### config.mk
export PLATFORM = sky130hd
export DESIGN_NAME = vga_pixel_pipe_flat
export DESIGN_NICKNAME = d
export VERILOG_FILES = /design/src/rtl/vga_pixel_pipe_if.sv /design/src/rtl/vga_pixel_pipe.sv /design/src/flat_wrapper.sv
export SDC_FILE = /design/constraint.sdc
export NUM_CORES = 1
export LEC_CHECK = 0
export CAP_MARGIN = 20
export CORE_ASPECT_RATIO = 1.75
export CORE_MARGIN = 4
export CORE_UTILIZATION = 60
export CTS_CLUSTER_DIAMETER = 150
export DETAILED_ROUTE_END_ITERATION = 10
export PLACE_DENSITY = 0.81
export SLEW_MARGIN = 0
export SYNTH_ARGS = -nofsm -noshare
export SYNTH_HDL_FRONTEND = slang
export SYNTH_SLANG_ARGS = --single-unit
### constraint.sdc
create_clock -name pixel_clk -period 7.56 [get_ports pixel_clk]
set_clock_uncertainty 0.1 [all_clocks]
set_input_delay 1.134 -clock pixel_clk [delete_from_list [all_inputs] [get_ports pixel_clk]]
set_output_delay 1.134 -clock pixel_clk [all_outputs]
set_load 0.02 [all_outputs]
### src/rtl/vga_pixel_pipe_if.sv
`default_nettype none
// ============================================================================
// Module  : vga_pixel_pipe_if
// Brief   : Framebuffer read port and palette write handshake of the pixel pipe
// Revision: 1.0 - initial release
// ============================================================================
interface vga_pixel_pipe_if #(
  parameter int INDEX_W   = 4,
  parameter int COLOR_W   = 15,
  parameter int FB_ADDR_W = 19
);
  logic [FB_ADDR_W-1:0] fb_addr;
  logic [INDEX_W-1:0]   fb_data;
  logic                 pal_wr_valid;
  logic                 pal_wr_ready;
  logic [INDEX_W-1:0]   pal_wr_index;
  logic [COLOR_W-1:0]   pal_wr_color;

  // master: framebuffer RAM and palette writer; slave: the pixel pipe
  modport master (
    input  fb_addr, pal_wr_ready,
    output fb_data, pal_wr_valid, pal_wr_index, pal_wr_color
  );

  modport slave (
    output fb_addr, pal_wr_ready,
    input  fb_data, pal_wr_valid, pal_wr_index, pal_wr_color
  );
endinterface
`default_nettype wire

### src/rtl/vga_pixel_pipe.sv
`default_nettype none
// ============================================================================
// Module  : vga_pixel_pipe
// Brief   : Scan position -> framebuffer address -> palette colour, with 2x
//           doubling, writable palette and timing delayed to match colour
// Revision: 1.0 - initial release
// ============================================================================
module vga_pixel_pipe #(
  parameter int H_RES       = 800,
  parameter int V_RES       = 480,
  parameter int INDEX_W     = 4,
  parameter int COLOR_W     = 15,
  parameter int FB_DEPTH    = 384000,
  parameter int FB_ADDR_W   = 19,
  parameter int RAM_LATENCY = 1,
  parameter int WR_ANYTIME  = 0
) (
  input  wire                 pixel_clk,
  input  wire                 rst_n,
  input  wire  [9:0]          sx,
  input  wire  [9:0]          sy,
  input  wire                 de_in,
  input  wire                 hsync_in,
  input  wire                 vsync_in,
  input  wire                 scale2x,
  vga_pixel_pipe_if.slave     bus,
  output logic [COLOR_W-1:0]  color,
  output logic                de_out,
  output logic                hsync_out,
  output logic                vsync_out
);

  localparam int c_ch_w      = COLOR_W / 3;
  localparam int c_pal_depth = 2 ** INDEX_W;
  localparam int c_lat       = 2 + RAM_LATENCY;
  localparam logic [INDEX_W-1:0] c_k_last = '1;

  typedef enum logic [0:0] {
    ST_INIT = 1'b0,
    ST_RUN  = 1'b1
  } state_t;

  state_t               r_state;
  state_t               w_state_nxt;
  logic                 w_run;
  logic [INDEX_W-1:0]   r_init_k;
  logic                 r_scale;
  logic [FB_ADDR_W-1:0] r_fb_addr;
  logic [COLOR_W-1:0]   r_color;
  logic [COLOR_W-1:0]   r_pal [c_pal_depth];
  logic [c_lat-1:0][2:0]     r_sync;
  logic [RAM_LATENCY:0]      r_oob;
  logic [c_ch_w-1:0]    w_init_ch;
  logic [COLOR_W-1:0]   w_init_color;
  logic                 w_pal_we;
  logic [31:0]          w_row;
  logic [31:0]          w_col;
  logic [31:0]          w_wsrc;
  logic [31:0]          w_addr;
  logic                 w_active;
  logic                 w_oob;
  logic                 w_de_lk;
  logic                 w_oob_lk;

  always_ff @(posedge pixel_clk or negedge rst_n) begin
    if (!rst_n) begin
      r_state  <= ST_INIT;
      r_init_k <= '0;
    end else begin
      r_state <= w_state_nxt;
      if (r_state == ST_INIT)
        r_init_k <= r_init_k + INDEX_W'(1);
    end
  end

  always_comb begin
    w_state_nxt = r_state;
    w_run       = 1'b0;
    case (r_state)
      ST_INIT: if (r_init_k == c_k_last) w_state_nxt = ST_RUN;
      ST_RUN:  w_run = 1'b1;
      default: w_state_nxt = ST_INIT;
    endcase
  end

  assign bus.pal_wr_ready = w_run && ((WR_ANYTIME != 0) || (32'(sy) >= 32'(V_RES)));
  assign w_pal_we         = bus.pal_wr_valid && bus.pal_wr_ready;

  // Default ramp: every channel carries the index scaled to the channel MSBs
  assign w_init_ch    = c_ch_w'(r_init_k) << (c_ch_w - INDEX_W);
  assign w_init_color = COLOR_W'({w_init_ch, w_init_ch, w_init_ch});

  always_ff @(posedge pixel_clk) begin
    if (r_state == ST_INIT)
      r_pal[r_init_k] <= w_init_color;
    else if (w_pal_we)
      r_pal[bus.pal_wr_index] <= bus.pal_wr_color;
  end

  // Mode only changes at the frame origin so a frame is never split
  always_ff @(posedge pixel_clk or negedge rst_n) begin
    if (!rst_n)
      r_scale <= 1'b0;
    else if (sx == '0 && sy == '0)
      r_scale <= scale2x;
  end

  always_comb begin
    w_row    = 32'(sy) >> r_scale;
    w_col    = 32'(sx) >> r_scale;
    w_wsrc   = 32'(H_RES) >> r_scale;
    w_addr   = w_row * w_wsrc + w_col;
    w_active = (32'(sx) < 32'(H_RES)) && (32'(sy) < 32'(V_RES));
    w_oob    = w_active && (w_addr >= 32'(FB_DEPTH));
  end

  always_ff @(posedge pixel_clk or negedge rst_n) begin
    if (!rst_n)
      r_fb_addr <= '0;
    else if (w_run && w_active && !w_oob)
      r_fb_addr <= w_addr[FB_ADDR_W-1:0];
    else
      r_fb_addr <= '0;
  end

  assign bus.fb_addr = r_fb_addr;

  // Timing travels the full latency; oob only needs to reach the lookup stage
  always_ff @(posedge pixel_clk or negedge rst_n) begin
    if (!rst_n) begin
      r_sync <= '0;
      r_oob  <= '0;
    end else begin
      r_sync <= {r_sync[c_lat-2:0], {de_in, hsync_in, vsync_in}};
      r_oob  <= {r_oob[RAM_LATENCY-1:0], w_run && w_oob};
    end
  end

  assign w_de_lk  = r_sync[RAM_LATENCY][2];
  assign w_oob_lk = r_oob[RAM_LATENCY];

  always_ff @(posedge pixel_clk or negedge rst_n) begin
    if (!rst_n)
      r_color <= '0;
    else if (w_run && w_de_lk && !w_oob_lk)
      r_color <= r_pal[bus.fb_data];
    else
      r_color <= '0;
  end

  assign color                           = r_color;
  assign {de_out, hsync_out, vsync_out}  = r_sync[c_lat-1];

endmodule
`default_nettype wire

### src/flat_wrapper.sv
// flat-port wrapper written by rule: the top's interface ports become plain ports
module vga_pixel_pipe_flat 
#(
  parameter int H_RES       = 800,
  parameter int V_RES       = 480,
  parameter int INDEX_W     = 4,
  parameter int COLOR_W     = 15,
  parameter int FB_DEPTH    = 384000,
  parameter int FB_ADDR_W   = 19,
  parameter int RAM_LATENCY = 1,
  parameter int WR_ANYTIME  = 0
)
  (pixel_clk, rst_n, sx, sy, de_in, hsync_in, vsync_in, scale2x, color, de_out, hsync_out, vsync_out, bus_fb_addr, bus_pal_wr_ready, bus_fb_data, bus_pal_wr_valid, bus_pal_wr_index, bus_pal_wr_color);
  vga_pixel_pipe_if #(.INDEX_W(INDEX_W), .COLOR_W(COLOR_W), .FB_ADDR_W(FB_ADDR_W)) bus_i ();
  input  wire pixel_clk;
  input  wire rst_n;
  input  wire  [9:0] sx;
  input  wire  [9:0] sy;
  input  wire de_in;
  input  wire hsync_in;
  input  wire vsync_in;
  input  wire scale2x;
  output logic [COLOR_W-1:0] color;
  output logic de_out;
  output logic hsync_out;
  output logic vsync_out;
  output wire logic [$bits(bus_i.fb_addr)-1:0] bus_fb_addr;
  output wire logic [$bits(bus_i.pal_wr_ready)-1:0] bus_pal_wr_ready;
  input wire logic [$bits(bus_i.fb_data)-1:0] bus_fb_data;
  input wire logic [$bits(bus_i.pal_wr_valid)-1:0] bus_pal_wr_valid;
  input wire logic [$bits(bus_i.pal_wr_index)-1:0] bus_pal_wr_index;
  input wire logic [$bits(bus_i.pal_wr_color)-1:0] bus_pal_wr_color;
  assign bus_fb_addr = bus_i.fb_addr;
  assign bus_pal_wr_ready = bus_i.pal_wr_ready;
  assign bus_i.fb_data = bus_fb_data;
  assign bus_i.pal_wr_valid = bus_pal_wr_valid;
  assign bus_i.pal_wr_index = bus_pal_wr_index;
  assign bus_i.pal_wr_color = bus_pal_wr_color;
  vga_pixel_pipe #(.H_RES(H_RES), .V_RES(V_RES), .INDEX_W(INDEX_W), .COLOR_W(COLOR_W), .FB_DEPTH(FB_DEPTH), .FB_ADDR_W(FB_ADDR_W), .RAM_LATENCY(RAM_LATENCY), .WR_ANYTIME(WR_ANYTIME)) u_core (.pixel_clk(pixel_clk), .rst_n(rst_n), .sx(sx), .sy(sy), .de_in(de_in), .hsync_in(hsync_in), .vsync_in(vsync_in), .scale2x(scale2x), .bus(bus_i), .color(color), .de_out(de_out), .hsync_out(hsync_out), .vsync_out(vsync_out));
endmodule
==> impl_metrics.json <==
{
  "worst_setup_path_start_kind": "input pin",
  "reg2reg_to": "u_core.bus.fb_addr[12]$_DFF_PN0_",
  "outcome": "finished clean",
  "finalHoldViolations": 0,
  "hold_class": "register to register",
  "area_growth_pct": 18.1,
  "grt_max_degree": 61,
  "total_design_power_uw": 4360,
  "postRouteAntennaNets": 0,
  "placed_cells_incl_taps": 1253,
  "cellLeakagePower_uw": 0.00655,
  "drt-vias-per-instance": 6.09,
  "synth_area_in_compound_gates_pct": 2.48,
  "post-cts-setup-buffer-count": 0,
  "grt_first_pass_wirelength_um": 49800,
  "r2r_cells": 26,
  "number_of_register_bits_inferred_by_synthesis": 291,
  "cts_max_path_buffers": 3,
  "worst_path_max_delay_cell": "fa_1",
  "crit-reg2reg-launch": "u_core.r_scale$_DFFE_PN0P_",
  "tightestPinTransition_ps": 1110,
  "origin_of_the_worst_min_delay_path": "u_core.r_sync[0]$_DFF_PN0_",
  "grt_pass1_vias": 8646,
  "worstSetupPathType": "input pin to register",
  "numCtsBuffers": 25,
  "global_route.usage.total_pct": 26.5,
  "fill_cells": 1439,
  "clock-sinks": 291,
  "finalNetCount": 1156,
  "maximum_capacitance_violations": 0,
  "critPathMaxFanout": 5,
  "pin_count": 88,
  "routed_wire_length_per_instance_um": 25.2,
  "worstHoldEndpoint": "u_core.r_sync[3]$_DFF_PN0_",
  "yosys-mux-area-fraction_pct": 13.3,
  "ctsResizeCount": 0,
  "post_synth_xor_area_fraction_pct": 0.767,
  "cellPowerDensity_nw_per_um2": 269,
  "post_synth.cell_area_avg_sq_um": 16.4,
  "globalplace.congestion": 0.881,
  "antennaDiodeCount": 0,
  "post_cts_hold_buffer_count": 0,
  "shortest_period_the_worst_path_allows_ps": 7330,
  "path_clk_slew_ps": 70,
  "netlist_instances": 835,
  "fp.dieH_um": 208,
  "final_min_period_over_clock_period_pct": 96.9,
  "detailedPlacementHpwl_um": 22800,
  "edff_count_synth": 240,
  "synth_ff_type": "edfxtp_1",
  "synth.distinct_cells": 51,
  "cell_depth_of_the_worst_min_delay_path": 0,
  "cts_tree": "yes",
  "regToRegSetupSlack_ps": 700,
  "peakVddDrop_uv": 234,
  "crit_path_capture_type": "register",
  "placement.io_buffers": 87,
  "synthAdderAreaFrac_pct": 12.5,
  "timing.max_slew.rel_slack_pct": 25.8,
  "worst-endpoint-required_ps": 7900,
  "timing.final.setup_violations": 0,
  "route.detailed.drc": 0,
  "dr_total_vias": 7906,
  "ys_seq_area_share_pct": 61.9,
  "critical_path_arrival_ps": 7670,
  "cpPeakStageDelay_ps": 540,
  "max_clock_freq_ghz": 0.136,
  "first_iter_violations": 638,
  "totalWireLength_um": 32700,
  "grt-ovfl-total": 0,
  "synth-async-reset-ratio_pct": 17.5,
  "rows": 72,
  "synth-warning-count": 0,
  "htree_levels": 1,
  "firstDrtPassIters": 6,
  "placeableCoreArea_sq_um": 22300,
  "combinational_family_with_the_most_area_after_synthesis": "multiplexers",
  "dieWidth_um": 122,
  "timing.final.max_slew_violations": 0,
  "clk_latency_ps": 540,
  "start_util_pct": 61.4,
  "initial_antenna_violation_count": 0,
  "synthesis.area_sq_um": 13700,
  "drive_gt1_share_pct": 20.2,
  "setup-tns-final_ps": 0,
  "area_share_of_and_or_nand_nor_cells_after_synthesis_pct": 6.35,
  "die_area_sq_um": 25400,
  "cts_root_buffer": "clkbuf_16",
  "layout.cells.non_filler": 1298
}
-- area by class of cell --
| class | count | area, sq um | area share, % |
|---|---|---|---|
| Clock buffer | 36 | 742 | 4.58 |
| Clock inverter | 8 | 73.8 | 0.456 |
| Inverter | 63 | 236 | 1.46 |
| Multi-Input combinational cell | 455 | 4940 | 30.5 |
| Sequential cell | 291 | 8480 | 52.4 |
| Tap cell | 296 | 370 | 2.29 |
| Timing Repair Buffer | 149 | 1350 | 8.32 |
-- per-stage QoR --
step	setup slack, ps	util (%)	hold slack, ps	area (sq um)
3_3_place_gp	-375	68.4	233	15300
4_1_cts	3.14	72.1	253	16100
3_5_place_dp	-529	68.4	239	15300
2_1_floorplan	141	-	231	13700
5_1_grt	-19.5	72.5	256	16200
6_report	231	72.5	250	16200
-- cells by family (layout without fill, tap and decap cells) --
| group | count (synthesis) | count (layout) |
|---|---|---|
| DFF | 291 | 291 |
| other | 2 | 9 |
| xor gates and xnor gates | 12 | 12 |
| adders and majority gates | 121 | 121 |
| buffers and inverters | 96 | 256 |
| muxes | 87 | 87 |
| AOI/OAI and AO/OA | 49 | 49 |
| and+or+nand+nor | 177 | 177 |
-- worst max-delay path by stage --
| stage | endpoint | from | cells past startpoint |
|---|---|---|---|
| finish | u_core.bus.fb_addr[12]$_DFF_PN0_ | sy[2] | 26 |
| global route | u_core.bus.fb_addr[12]$_DFF_PN0_ | sy[2] | 26 |
| CTS | u_core.bus.fb_addr[12]$_DFF_PN0_ | sy[2] | 25 |
| detailed placement | u_core.bus.fb_addr[12]$_DFF_PN0_ | sy[2] | 25 |
| global placement | u_core.bus.fb_addr[12]$_DFF_PN0_ | sy[2] | 25 |
| floorplan | u_core.bus.fb_addr[12]$_DFF_PN0_ | sy[2] | 25 |
-- worst max-delay path, delay by kind of cell --
kind,cells,cell delay [ps]
fa+ha+maj,9,3380
simple gates,4,850
buf+inv,8,1170
compound gates,4,840
xor+xnor,1,280
-- layer usage --
layer  track usage, %  wire (um)
met5                0          0
met4             13.2       1790
met3             3.56       1880
met2             48.9      18400
met1             29.4      10700
-- sequential cells by signal (all words and copies together) (netlist names) --
name,flops
u_core.r_sync,6
u_core.bus.fb_addr,19
u_core.r_init_k,4
u_core.de_out,1
u_core.r_scale,1
u_core.color,15
u_core.r_state,1
u_core.vsync_out,1
u_core.hsync_out,1
u_core.r_oob,2
u_core.r_pal,240
-- report_power, final --
group	total (uW)	switching [uW]	internal, uW
Combinational	1280	695	582
Sequential	1800	16.3	1790
Clock	1280	560	717
Total	4360	1270	3090
-- synthesized netlist by cell type, types with 2 or more instances --
cell type,count,share of area [%]
ha_1,95,8.7
o211ai_1,3,0.16
nor2_1,36,0.99
or2_2,3,0.14
a31oi_1,5,0.23
buf_1,7,0.19
edfxtp_1,240,53
inv_1,63,1.7
mux2_2,8,0.66
dfrtp_1,51,9.3
a32oi_1,2,0.13
buf_2,3,0.11
a21oi_1,13,0.47
clkbuf_1,22,0.60
and2_1,9,0.41
nor3b_1,4,0.22
o21ai_0,5,0.18
nand2_1,56,1.5
conb_1,2,0.055
xor2_1,4,0.26
nand2b_1,9,0.41
a211oi_1,4,0.22
nor3_1,15,0.55
and4_1,2,0.13
xnor2_1,8,0.51
and3_1,3,0.14
mux4_2,75,12
mux2i_1,4,0.29
nor2b_1,22,1.0
nor4_1,4,0.18
a21o_1,6,0.33
fa_1,26,3.8
nand4_1,2,0.091
nand3_1,7,0.26
-- layout by cell type, fill, tap and decap left out, types with 13 or more instances in the layout --
cell type	synthesis	layout
clkbuf_16	0	26
nor2b_1	22	22
mux4_2	75	75
inv_1	63	63
dfrtp_1	51	51
clkdlybuf4s50_1	0	84
nor3_1	15	15
buf_4	0	61
a21oi_1	13	13
ha_1	95	93
edfxtp_1	240	240
fa_1	26	26
nand2_1	56	56
nor2_1	36	36
No activity file was read; power rests on OpenSTA's default activity.
